`src/rtl/pipeline_ctrl.sv`:
```
// Stall/flush controller for the 5-stage core: stall vector, exception/ERET redirect, CP0 commit.
// Optional stall watchdog enabled by defining PIPE_STALL_WDT_EN.
module pipeline_ctrl #(
    parameter logic [31:0] EXC_VECTOR   = 32'hBFC00380,
    parameter int          BLOCK_CYCLES = 2,
    parameter int          WDT_LIMIT    = 1023
) (
    input  logic        clk,
    input  logic        rst,
    input  logic        stall_req_if,
    input  logic        stall_req_id,
    input  logic        stall_req_ex,
    input  logic        stall_req_mem,
    input  logic        exc_int,
    input  logic        exc_syscall,
    input  logic        exc_break,
    input  logic        exc_eret,
    input  logic        exc_delayslot,
    input  logic [31:0] exc_pc,
    input  logic [31:0] cp0_epc,
    output logic [4:0]  stall,
    output logic        flush,
    output logic [31:0] flush_pc,
    output logic        exc_commit,
    output logic [4:0]  exc_code,
    output logic [31:0] exc_epc,
    output logic        exc_bd,
    output logic        wdt_timeout
);

    typedef enum logic [1:0] {RUN, WAIT_MEM, BLOCK} state_t;
    typedef enum logic [1:0] {EV_INT, EV_SYS, EV_BRK, EV_ERET} ev_t;

    localparam int BW = (BLOCK_CYCLES < 2) ? 1 : $clog2(BLOCK_CYCLES);
    localparam logic [BW-1:0] BLK_LOAD = BW'(BLOCK_CYCLES - 1);

    if (BLOCK_CYCLES < 1 || WDT_LIMIT < 1) begin : g_bad_params
        $error("pipeline_ctrl: BLOCK_CYCLES and WDT_LIMIT must be >= 1");
    end

    state_t        state_reg, state_next;
    logic [BW-1:0] blk_reg, blk_next;
    ev_t           lat_type_reg, lat_type_next;
    logic [31:0]   lat_pc_reg, lat_pc_next;
    logic          lat_ds_reg, lat_ds_next;

    logic [3:0]    req_vec;
    logic [4:0]    stall_base;
    logic          int_ok, in_event;
    ev_t           in_type;
    logic          accept;
    ev_t           acc_type;
    logic [31:0]   acc_pc;
    logic          acc_ds;

    assign req_vec = {stall_req_mem, stall_req_ex, stall_req_id, stall_req_if};

    // Stage i holds when any stage at or below i-1 (deeper in the pipe) requests a hold.
    for (genvar gi = 0; gi < 5; gi++) begin : g_stall
        localparam int LO = (gi == 0) ? 0 : gi - 1;
        assign stall_base[gi] = |req_vec[3:LO];
    end

    assign int_ok   = exc_int && (state_reg != BLOCK);
    assign in_event = int_ok || exc_syscall || exc_break || exc_eret;

    always_comb begin
        in_type = EV_ERET;
        if (int_ok)           in_type = EV_INT;
        else if (exc_syscall) in_type = EV_SYS;
        else if (exc_break)   in_type = EV_BRK;
    end

    always_ff @(posedge clk or negedge rst) begin
        if (!rst) begin
            state_reg    <= RUN;
            blk_reg      <= '0;
            lat_type_reg <= EV_INT;
            lat_pc_reg   <= '0;
            lat_ds_reg   <= 1'b0;
        end else begin
            state_reg    <= state_next;
            blk_reg      <= blk_next;
            lat_type_reg <= lat_type_next;
            lat_pc_reg   <= lat_pc_next;
            lat_ds_reg   <= lat_ds_next;
        end
    end

    always_comb begin
        state_next    = state_reg;
        blk_next      = blk_reg;
        lat_type_next = lat_type_reg;
        lat_pc_next   = lat_pc_reg;
        lat_ds_next   = lat_ds_reg;
        stall         = stall_base;
        flush         = 1'b0;
        flush_pc      = '0;
        exc_commit    = 1'b0;
        exc_code      = '0;
        exc_epc       = '0;
        exc_bd        = 1'b0;
        accept        = 1'b0;
        acc_type      = in_type;
        acc_pc        = exc_pc;
        acc_ds        = exc_delayslot;

        case (state_reg)
            RUN, BLOCK: begin
                if (state_reg == BLOCK) begin
                    if (blk_reg == '0) state_next = RUN;
                    else               blk_next   = blk_reg - 1'b1;
                end
                if (in_event) begin
                    if (stall_req_mem) begin
                        lat_type_next = in_type;
                        lat_pc_next   = exc_pc;
                        lat_ds_next   = exc_delayslot;
                        state_next    = WAIT_MEM;
                        stall         = 5'b11111;
                    end else begin
                        accept = 1'b1;
                    end
                end
            end
            WAIT_MEM: begin
                // The latched event is committed once the bus access finishes.
                if (stall_req_mem) begin
                    stall = 5'b11111;
                end else begin
                    accept   = 1'b1;
                    acc_type = lat_type_reg;
                    acc_pc   = lat_pc_reg;
                    acc_ds   = lat_ds_reg;
                end
            end
            default: state_next = RUN;
        endcase

        if (accept) begin
            flush      = 1'b1;
            stall      = '0;
            state_next = BLOCK;
            blk_next   = BLK_LOAD;
            exc_bd     = acc_ds;
            exc_epc    = acc_ds ? (acc_pc - 32'd4) : acc_pc;
            if (acc_type == EV_ERET) begin
                flush_pc = cp0_epc;
            end else begin
                flush_pc   = EXC_VECTOR;
                exc_commit = 1'b1;
                case (acc_type)
                    EV_SYS:  exc_code = 5'h08;
                    EV_BRK:  exc_code = 5'h09;
                    default: exc_code = 5'h00;
                endcase
            end
        end
    end

`ifdef PIPE_STALL_WDT_EN
    logic [15:0] wdt_cnt_reg;
    logic        wdt_timeout_reg;

    // Flag is set on the edge that completes the WDT_LIMIT-th consecutive stalled cycle.
    always_ff @(posedge clk or negedge rst) begin
        if (!rst) begin
            wdt_cnt_reg     <= '0;
            wdt_timeout_reg <= 1'b0;
        end else begin
            if (flush || !stall[0])         wdt_cnt_reg <= '0;
            else if (wdt_cnt_reg != 16'hFFFF) wdt_cnt_reg <= wdt_cnt_reg + 16'd1;
            if (stall[0] && !flush && (({1'b0, wdt_cnt_reg} + 17'd1) >= 17'(WDT_LIMIT)))
                wdt_timeout_reg <= 1'b1;
        end
    end

    assign wdt_timeout = wdt_timeout_reg;
`else
    assign wdt_timeout = 1'b0;
`endif

endmodule

```
`config.mk`:
```
export PLATFORM = sky130hd
export DESIGN_NAME = pipeline_ctrl
export DESIGN_NICKNAME = d
export VERILOG_FILES = /design/src/rtl/pipeline_ctrl.sv
export SDC_FILE = /design/constraint.sdc
export NUM_CORES = 1
export LEC_CHECK = 0
export ABC_AREA = 1
export CORE_UTILIZATION = 40
export DETAILED_ROUTE_END_ITERATION = 8
export PLACE_DENSITY = 0.77
export SYNTH_ARGS = -nofsm -noshare
export SYNTH_HDL_FRONTEND = slang
export SYNTH_SLANG_ARGS = --single-unit
```
`constraint.sdc`:
```
create_clock -name clk -period 2.6 [get_ports clk]
set_clock_uncertainty 0.15 [all_clocks]
set_input_delay 0.39 -clock clk [delete_from_list [all_inputs] [get_ports clk]]
set_output_delay 0.39 -clock clk [all_outputs]
set_load 0.02 [all_outputs]
```
==> results.py, run 1 <==
metrics = {
    "detailed_routing": {
        "detail_route.wl_per_cell_um": 17.3,
        "drc": 0,
        "drt_iter0_drc": 503,
        "ant_nets": 0,
        "vias_per_cell": 5.37,
        "dr_total_vias": 5821,
        "firstDrtPassIters": 5,
        "wirelength_um": 18700,
    },
    "cts": {
        "cts_max_level": 2,
        "cts_tree": "done",
        "clkSinkCount": 38,
        "clk_latency_ps": 310,
        "cts_root_buf": "clkbuf_8",
        "cts_max_path_buffers": 2,
        "clkTransAtPathRegs_ps": 90,
        "cts_inserted_buffers": 5,
    },
    "finish": {
        "drive_above_1_share": 0.441,
        "diodes": 0,
        "area_delta_synth_final_pct": 83.0,
        "multiInputGateArea_mm2": 0.00312,
        "stdcell_area_mm2": 0.00730,
        "largest_register_ff_count": 32,
        "nets": 1027,
        "seq_area_um2": 952,
        "fillers": 702,
    },
    "placed_design": {
        "io_buffers": 148,
        "placed_area_mm2": 0.00649,
        "place_congestion": 0.973,
        "place_hpwl_um": 11100,
        "dp_slack_ps": -1040,
    },
    "grt": {
        "grt_max_degree": 42,
        "antenna_found_initial": 0,
        "grt_pass1_vias": 5526,
        "grt_pass1_wl_um": 25500,
        "grt_overflow_total": 0,
        "grt_usage": 0.314,
    },
    "floorplan": {
        "rows": 36,
        "start_util": 0.410,
        "die_y_um": 102,
        "core_area_mm2": 0.00973,
        "ios": 153,
        "die_width_um": 102,
        "dieArea_mm2": 0.0104,
    },
    "sta": {
        "slew_viol_final": 0,
        "setup_ws_ps": -393,
        "post-route-min-period_ps": 2990,
        "rsz0062_at_grt": "yes",
        "min_period_over_period": 1.15,
        "slew_headroom": 0.333,
        "hold_viol": 0,
        "tns_ps": -14820,
        "setup_viol": 68,
        "tightest_slew_ps": 1000,
        "fmax_mhz": 334,
    },
    "synth": {
        "syn_inst": 675,
        "ys_seq_area_frac": 0.238,
        "synth_top_area_frac": 0.238,
        "async_flop_share": 1.00,
        "syn_area_per_cell_um2": 5.91,
        "yosysMostFrequentCell": "nand2_1",
        "synthTopCellsByArea": "dfrtp_1, nand2_1, nor2_1",
        "synth.largest_area_cell": "dfrtp_1",
        "yosysUniqueCellTypes": 31,
        "yosys_warnings": 0,
        "synth-seq-cells": 38,
        "synth-edff-count": 0,
        "synth_ff_type": "dfrtp_1",
        "netlist_area_mm2": 0.00399,
        "synth_common_cells": "nand2_1, nor2_1, inv_1",
    },
    "worst_hold_path": {
        "min_path_type": "in2async",
    },
    "power_and_ir_drop": {
        "powerDensity_mw_per_mm2": 472,
        "ir_worst_vdd_mv": 0.316,
        "p_total_mw": 3.44,
        "p_leak_nw": 3.63,
    },
    "setup_path": {
        "crit_arrival_ps": 2450,
        "startpoint": "state_reg[1]",
        "r2r_start": "state_reg[0]",
        "cp_max_fo": 6,
        "path_buf_inv": 3,
        "path_delay_family": "simple AND/OR/NAND/NOR gates",
        "cpPeakStageDelay_ps": 500,
        "end_kind": "primary output",
        "path_cells": "nor2_8 -> buf_6 -> nand3_4 -> nand2_4 -> ha_4 -> nand2_4 -> nor2_8 -> buf_4 -> nand3_4 -> nor2_4 -> a21oi_2 -> nor2_1 -> buf_4",
        "worstPathRequired_ps": 2060,
        "crit_slowest_cell": "dfrtp_2",
        "cp-start-kind": "flop",
        "path_class": "reg2out",
    },
    "run_status": {
        "outcome": "finished, violations left",
        "violations": "negative setup slack",
    },
    "flow_run": {
        "cap_violations": 0,
    },
}
[path summary, 6_finish.rpt]
check | depth (start not counted) | slack (ps) | endpoint
setup reg to reg | 11 | 580 | state_reg[1]
hold / removal | 1 | 80 | lat_pc_reg[23]
setup / recovery | 13 | -390 | exc_epc[22]
max in group asynchronous | 1 | 1530 | state_reg[1]
min in group clk | 3 | 330 | lat_pc_reg[3]
hold reg to reg | 2 | 360 | lat_type_reg[0]
[layer usage]
metal  share of wire  global-route usage  vias up
met5               0                   0        -
li1                -                   -     2672
met1            0.38               0.374     2711
met3           0.070              0.0465       97
met4           0.049               0.143        0
met2            0.50               0.558      341
[power by group]
group / internal, mW / switching [mW] / leakage [nW]
combinational: 0.884 / 1.12 / 3.11
sequential: 0.711 / 0.0666 / 0.449
clock: 0.385 / 0.272 / 0.0683
[logic make-up after synthesis]
kind of cell / Yosys count / synth area share
buf+inv: 97 / 0.120
fa+ha+maj: 3 / 0.00941
compound gates: 91 / 0.126
other cells: 1 / 0.000940
flops: 38 / 0.238
simple gates: 443 / 0.501
xor+xnor: 2 / 0.00439
[what timing repair did]
item,in CTS,in global routing
endpoints found under the setup margin,73,73
gates cloned,4,0
pin swaps,38,39
buffers inserted,17,14
resized for setup,440,82
hold buffers,0,0
[cell type report]
type,instances,area share
clock buffers,5,0.00943
clock inverters,3,0.00943
inverters,59,0.0309
multi-input cells,543,0.427
flip-flops and latches,38,0.131
well taps,133,0.0228
repair buffers,302,0.370
[metrics by stage]
stage	std cells	utilization	hold WS (ps)
after global routing	1083	0.750	140
after floorplan	678	-	-55.6
final	1083	0.750	82.7
after CTS	1070	0.714	97.7
after global placement	1041	0.667	315
after detailed placement	1041	0.667	324
[placed cells by master, fill, tap and decap left out, types with 2 or more instances in the layout]
cell type / n
a21oi_1: 14
a21oi_2: 11
a31oi_1: 21
buf_12: 14
buf_2: 7
buf_4: 184
buf_6: 17
bufinv_16: 2
clkbuf_2: 3
clkbuf_8: 5
clkdlybuf4s50_1: 73
conb_1: 4
dfrtp_1: 37
ha_4: 2
inv_1: 45
inv_2: 13
nand2_1: 197
nand2_2: 31
nand2_4: 28
nand3_1: 21
nand3_2: 18
nand3_4: 2
nand4_1: 3
nor2_1: 75
nor2_2: 44
nor2_4: 14
nor2_8: 4
nor3_2: 2
o21a_1: 3
o21ai_0: 28
o21ai_1: 5
o21ai_2: 6
or2_2: 2
xor2_1: 2
Note: power is estimated with default switching activity, not from simulation.
==> inputs of run 2 (changes only) <==
--- a/config.mk
+++ b/config.mk
@@ -9,6 +9,7 @@
 export CORE_UTILIZATION = 40
 export DETAILED_ROUTE_END_ITERATION = 8
 export PLACE_DENSITY = 0.77
+export SETUP_SLACK_MARGIN = 0.05
 export SYNTH_ARGS = -nofsm -noshare
 export SYNTH_HDL_FRONTEND = slang
 export SYNTH_SLANG_ARGS = --single-unit
==> run 2 against run 1 <==
The flow still finishes with violations (negative setup slack). Critical path depth rose by 2. Power fell by 2.9%. Setup slack got worse by 87 ps. Largest power group unchanged. Critical endpoint is now exc_epc[19]. Utilization rose by 2.7 points.
==> results.py, run 2 (same netlist as run 1, synthesis figures left out) <==
metrics = {
    "grt": {
        "antenna_found_initial": 0,
        "grt_pass1_wl_um": 23600,
        "grt_max_degree": 39,
        "grt_overflow_total": 0,
        "grt_pass1_vias": 5049,
        "grt_usage": 0.291,
    },
    "cts": {
        "clkTransAtPathRegs_ps": 80,
        "cts_inserted_buffers": 5,
        "clkSinkCount": 38,
        "cts_root_buf": "clkbuf_8",
        "hold_buffers": 0,
        "cts_max_level": 2,
        "cts_tree": "done",
        "cts_max_path_buffers": 2,
        "clk_latency_ps": 300,
    },
    "setup_path": {
        "startpoint": "state_reg[1]",
        "worstPathRequired_ps": 2060,
        "cp-start-kind": "flop",
        "path_class": "reg2out",
        "crit_arrival_ps": 2540,
        "end_kind": "primary output",
        "r2r_start": "state_reg[0]",
        "cp_max_fo": 6,
    },
    "placed_design": {
        "place_congestion": 0.921,
        "place_hpwl_um": 10700,
        "placed_cells": 1023,
        "io_buffers": 148,
        "dp_slack_ps": -920,
    },
    "floorplan": {
        "dieArea_mm2": 0.0104,
        "die_width_um": 102,
        "core_area_mm2": 0.00973,
        "ios": 153,
        "die_y_um": 102,
        "start_util": 0.410,
        "rows": 36,
    },
    "sta": {
        "rsz0062_at_grt": "yes",
        "post-route-min-period_ps": 3080,
        "fmax_mhz": 325,
        "setup_viol": 69,
        "hold_viol": 0,
        "tightest_slew_ps": 916,
        "min_period_over_period": 1.18,
        "slew_viol_final": 0,
        "tns_ps": -13970,
        "setup_ws_ps": -481,
        "slew_headroom": 0.390,
    },
    "power_and_ir_drop": {
        "powerDensity_mw_per_mm2": 442,
        "p_total_mw": 3.34,
        "ir_worst_vdd_mv": 0.253,
        "p_leak_nw": 3.65,
    },
    "worst_hold_path": {
        "min_path_type": "in2async",
    },
    "finish": {
        "final_cell_mix": "nand2_1, buf_4, clkdlybuf4s50_1",
        "drive_above_1_share": 0.457,
        "diodes": 0,
        "area_delta_synth_final_pct": 89.6,
        "nets": 1023,
        "final_common_cell": "nand2_1",
        "final_util": 0.777,
        "largest_register_ff_count": 32,
        "final_cells": 1079,
    },
    "flow_run": {
        "cap_violations": 0,
    },
    "detailed_routing": {
        "ant_nets": 0,
        "drc": 0,
        "vias_per_cell": 5.28,
        "firstDrtPassIters": 5,
        "dr_total_vias": 5694,
        "wirelength_um": 18200,
        "detail_route.wl_per_cell_um": 16.9,
        "drt_iter0_drc": 371,
    },
    "run_status": {
        "outcome": "finished, violations left",
        "violations": "negative setup slack",
    },
}
-- run 2: final cells by class --
class,count,area [µm²]
clock inverters,1,5.00
fillers,656,2170
repair buffers,297,2860
well taps,133,166
flip-flops and latches,38,951
multi-input cells,544,3260
clock buffers,7,86.3
inverters,59,230
-- run 2: power by group --
part | internal (mW) | switching, mW
Clock | 0.214 | 0.230
Combinational | 0.957 | 1.17
Sequential | 0.711 | 0.0613
-- run 2: timing repair --
action	in CTS	in global routing
pin swaps	33	41
setup buffers	13	28
gates resized for setup	430	155
cloned	4	5
setup endpoints to repair	73	73
-- run 2: per-stage QoR --
step           hold WS [ps]  instance area, µm²
5_1_grt                 115                7560
3_3_place_gp            318                6320
6_report               58.5                7560
2_1_floorplan         -55.6                4090
4_1_cts                84.3                6750
3_5_place_dp            323                6320
-- run 2: final timing paths --
kind	end	slack, ps	cells after the start
max in group asynchronous	lat_pc_reg[19]	1670	1
hold reg to reg	lat_type_reg[0]	350	2
setup / recovery	exc_epc[19]	-480	15
min in group clk	lat_type_reg[0]	350	2
setup reg to reg	blk_reg	550	12
hold / removal	lat_pc_reg[0]	60	1
-- run 2: metal layers --
metal | up-vias | GRT usage | share of wire
met5 | - | 0 | 0
met4 | 0 | 0.134 | 0.037
met3 | 58 | 0.0527 | 0.10
met2 | 335 | 0.523 | 0.50
met1 | 2654 | 0.334 | 0.36
li1 | 2647 | - | -
-- run 2: critical path, stage by stage, from the launching register on --
cell and delay [ps]:
dfrtp_1 420, buf_6 150, nor2_8 190, buf_12 150
nand3_4 80, nand2_4 80, buf_4 140, nand2_4 60
nor2_4 140, nand2_4 110, nor2_8 180, nand3_2 100
nand2_1 80, nand2_1 60, nor2_1 120, buf_4 160
==> inputs of run 3 (changes only) <==
--- a/config.mk
+++ b/config.mk
@@ -8,7 +8,7 @@
 export ABC_AREA = 1
 export CORE_UTILIZATION = 40
 export DETAILED_ROUTE_END_ITERATION = 8
-export PLACE_DENSITY = 0.77
+export PLACE_DENSITY = 0.82
 export SETUP_SLACK_MARGIN = 0.05
 export SYNTH_ARGS = -nofsm -noshare
 export SYNTH_HDL_FRONTEND = slang
==> run 3 against run 2 <==
Clock power fell by 2%. Highest routed layer unchanged. Wire length rose by 8.2%. The flow still finishes with violations (negative setup slack). Largest cell class unchanged. Critical endpoint is now exc_epc[30]. Non-clock buffer count rose by 39. Via count rose by 5.8%. Largest power group unchanged. Flip-flop and latch count did not move. Critical path depth fell by 1.
==> results.py, run 3 (same netlist as run 1, synthesis figures left out) <==
metrics = {
    "run_status": {
        "outcome": "finished, violations left",
        "violations": "negative setup slack",
    },
    "setup_path": {
        "path_cells": "inv_2 -> nor2_8 -> buf_6 -> buf_8 -> nand2_1 -> nand2_1 -> nor2_1 -> nand3_1 -> nor2_1 -> nand2_1 -> nand2_1 -> nand2_1 -> nor2_1 -> buf_4",
        "path_class": "reg2out",
        "crit_slowest_cell": "dfrtp_1",
        "ff2ff_path_depth": 20,
        "cp_max_fo": 9,
        "crit_arrival_ps": 2520,
        "r2r_start": "state_reg[0]",
        "cp-start-kind": "flop",
        "end_kind": "primary output",
        "r2r-end": "state_reg[1]",
        "cpPeakStageDelay_ps": 390,
        "ff2ff_setup_slack_ps": -310,
        "cp_common_cell": "nand2_1",
        "worstPathRequired_ps": 2060,
    },
    "finish": {
        "area_delta_synth_final_pct": 99.0,
        "fillers": 570,
        "nets": 1062,
        "drive_above_1_share": 0.494,
        "final_common_cell": "nand2_1",
        "largest_register_ff_count": 32,
        "final_cells": 1118,
        "diodes": 0,
        "stdcell_area_mm2": 0.00794,
        "final_cell_mix": "nand2_1, buf_4, clkdlybuf4s50_1",
    },
    "grt": {
        "grt_pass1_wl_um": 25800,
        "antenna_found_initial": 0,
        "grt_pass1_vias": 5390,
        "grt_overflow_total": 0,
        "grt_usage": 0.319,
        "grt_max_degree": 39,
    },
    "detailed_routing": {
        "vias_per_cell": 5.39,
        "drt_iter0_drc": 482,
        "detail_route.wl_per_cell_um": 17.6,
        "drc": 0,
        "wirelength_um": 19700,
        "dr_total_vias": 6025,
        "firstDrtPassIters": 5,
        "ant_nets": 0,
    },
    "placed_design": {
        "io_buffers": 148,
        "place_hpwl_um": 10300,
        "place_congestion": 0.898,
        "dp_slack_ps": -721,
        "placed_cells": 1028,
        "placed_area_mm2": 0.00636,
    },
    "power_and_ir_drop": {
        "combPwrFrac": 0.649,
        "powerDensity_mw_per_mm2": 433,
        "pwr-share-clk": 0.127,
        "sw_frac_of_total": 0.442,
        "p_leak_nw": 3.82,
        "p_sw_mw": 1.52,
        "ir_worst_vdd_mv": 0.235,
        "p_seq_frac": 0.224,
        "p_int_mw": 1.92,
        "p_total_mw": 3.44,
    },
    "cts": {
        "clkSinkCount": 38,
        "clkTransAtPathRegs_ps": 80,
        "cts_max_level": 2,
        "cts_root_buf": "clkbuf_8",
        "clk_latency_ps": 290,
        "hold_buffers": 0,
        "cts_max_path_buffers": 2,
        "cts_inserted_buffers": 5,
        "cts_tree": "done",
    },
    "worst_hold_path": {
        "min_path_type": "in2async",
    },
    "sta": {
        "min_period_over_period": 1.18,
        "hold_viol": 0,
        "tightest_slew_ps": 899,
        "rsz0062_at_grt": "yes",
        "slew_headroom": 0.401,
        "hold_ws_ps": 67.3,
        "fmax_mhz": 327,
        "slew_viol_final": 0,
        "post-route-min-period_ps": 3060,
        "setup_viol": 68,
        "setup_ws_ps": -460,
    },
    "floorplan": {
        "start_util": 0.410,
        "ios": 153,
        "die_y_um": 102,
        "core_area_mm2": 0.00973,
        "rows": 36,
        "die_width_um": 102,
        "dieArea_mm2": 0.0104,
    },
    "flow_run": {
        "cap_violations": 0,
    },
}
## run 3: worst max path at each step
stage / slack [ps] / to / start / depth (start not counted)
global route: -620 / exc_epc[30] / state_reg[0] / 14
floorplan: 60 / flush_pc[22] / stall_req_mem / 13
global placement: -620 / exc_epc[28] / exc_pc[2] / 14
finish: -460 / exc_epc[30] / state_reg[0] / 14
CTS: -280 / exc_epc[19] / state_reg[1] / 14
detailed placement: -720 / flush_pc[8] / exc_break / 12
## run 3: timing repair
action,4_1_cts,5_1_grt
gates cloned,4,0
pin swaps,77,48
endpoints found under the setup margin,73,74
setup buffers,56,28
resized for setup,548,93
## run 3: power groups by stage
stage / combinational, mW / clock, mW / sequential [mW]
floorplan: 0.895 / 0 / 0.766
global placement: 1.57 / 0 / 0.771
detailed placement: 1.59 / 0 / 0.776
CTS: 1.93 / 0.439 / 0.766
global route: 2.36 / 0.471 / 0.783
finish: 2.23 / 0.437 / 0.770
## run 3: stage by stage
step / utilization / setup TNS (ps)
after detailed placement: 0.654 / -40200
final: 0.816 / -16170
after global routing: 0.816 / -22530
after CTS: 0.766 / -7460
after global placement: 0.654 / -36230
after floorplan: - / 0
## run 3: layout make-up
cell class,count,area (µm²),share of cell area
flip-flops and latches,38,951,0.120
clock buffers,6,82.6,0.0104
repair buffers,336,3120,0.394
clock inverters,2,12.5,0.00158
well taps,133,166,0.0210
inverters,59,240,0.0303
multi-input cells,544,3360,0.423
## run 3: per-layer routing
metal / share of wire / GRT usage / vias up
li1: - / - / 2731
met1: 0.35 / 0.358 / 2736
met2: 0.49 / 0.585 / 427
met3: 0.099 / 0.0513 / 131
met4: 0.062 / 0.160 / 0
met5: 0 / 0 / -
## run 3: critical path: cells and delay by family (launching register included)
family	cells	cell delay [ps]
buf+inv	4	560
flops	1	390
simple gates	10	1280
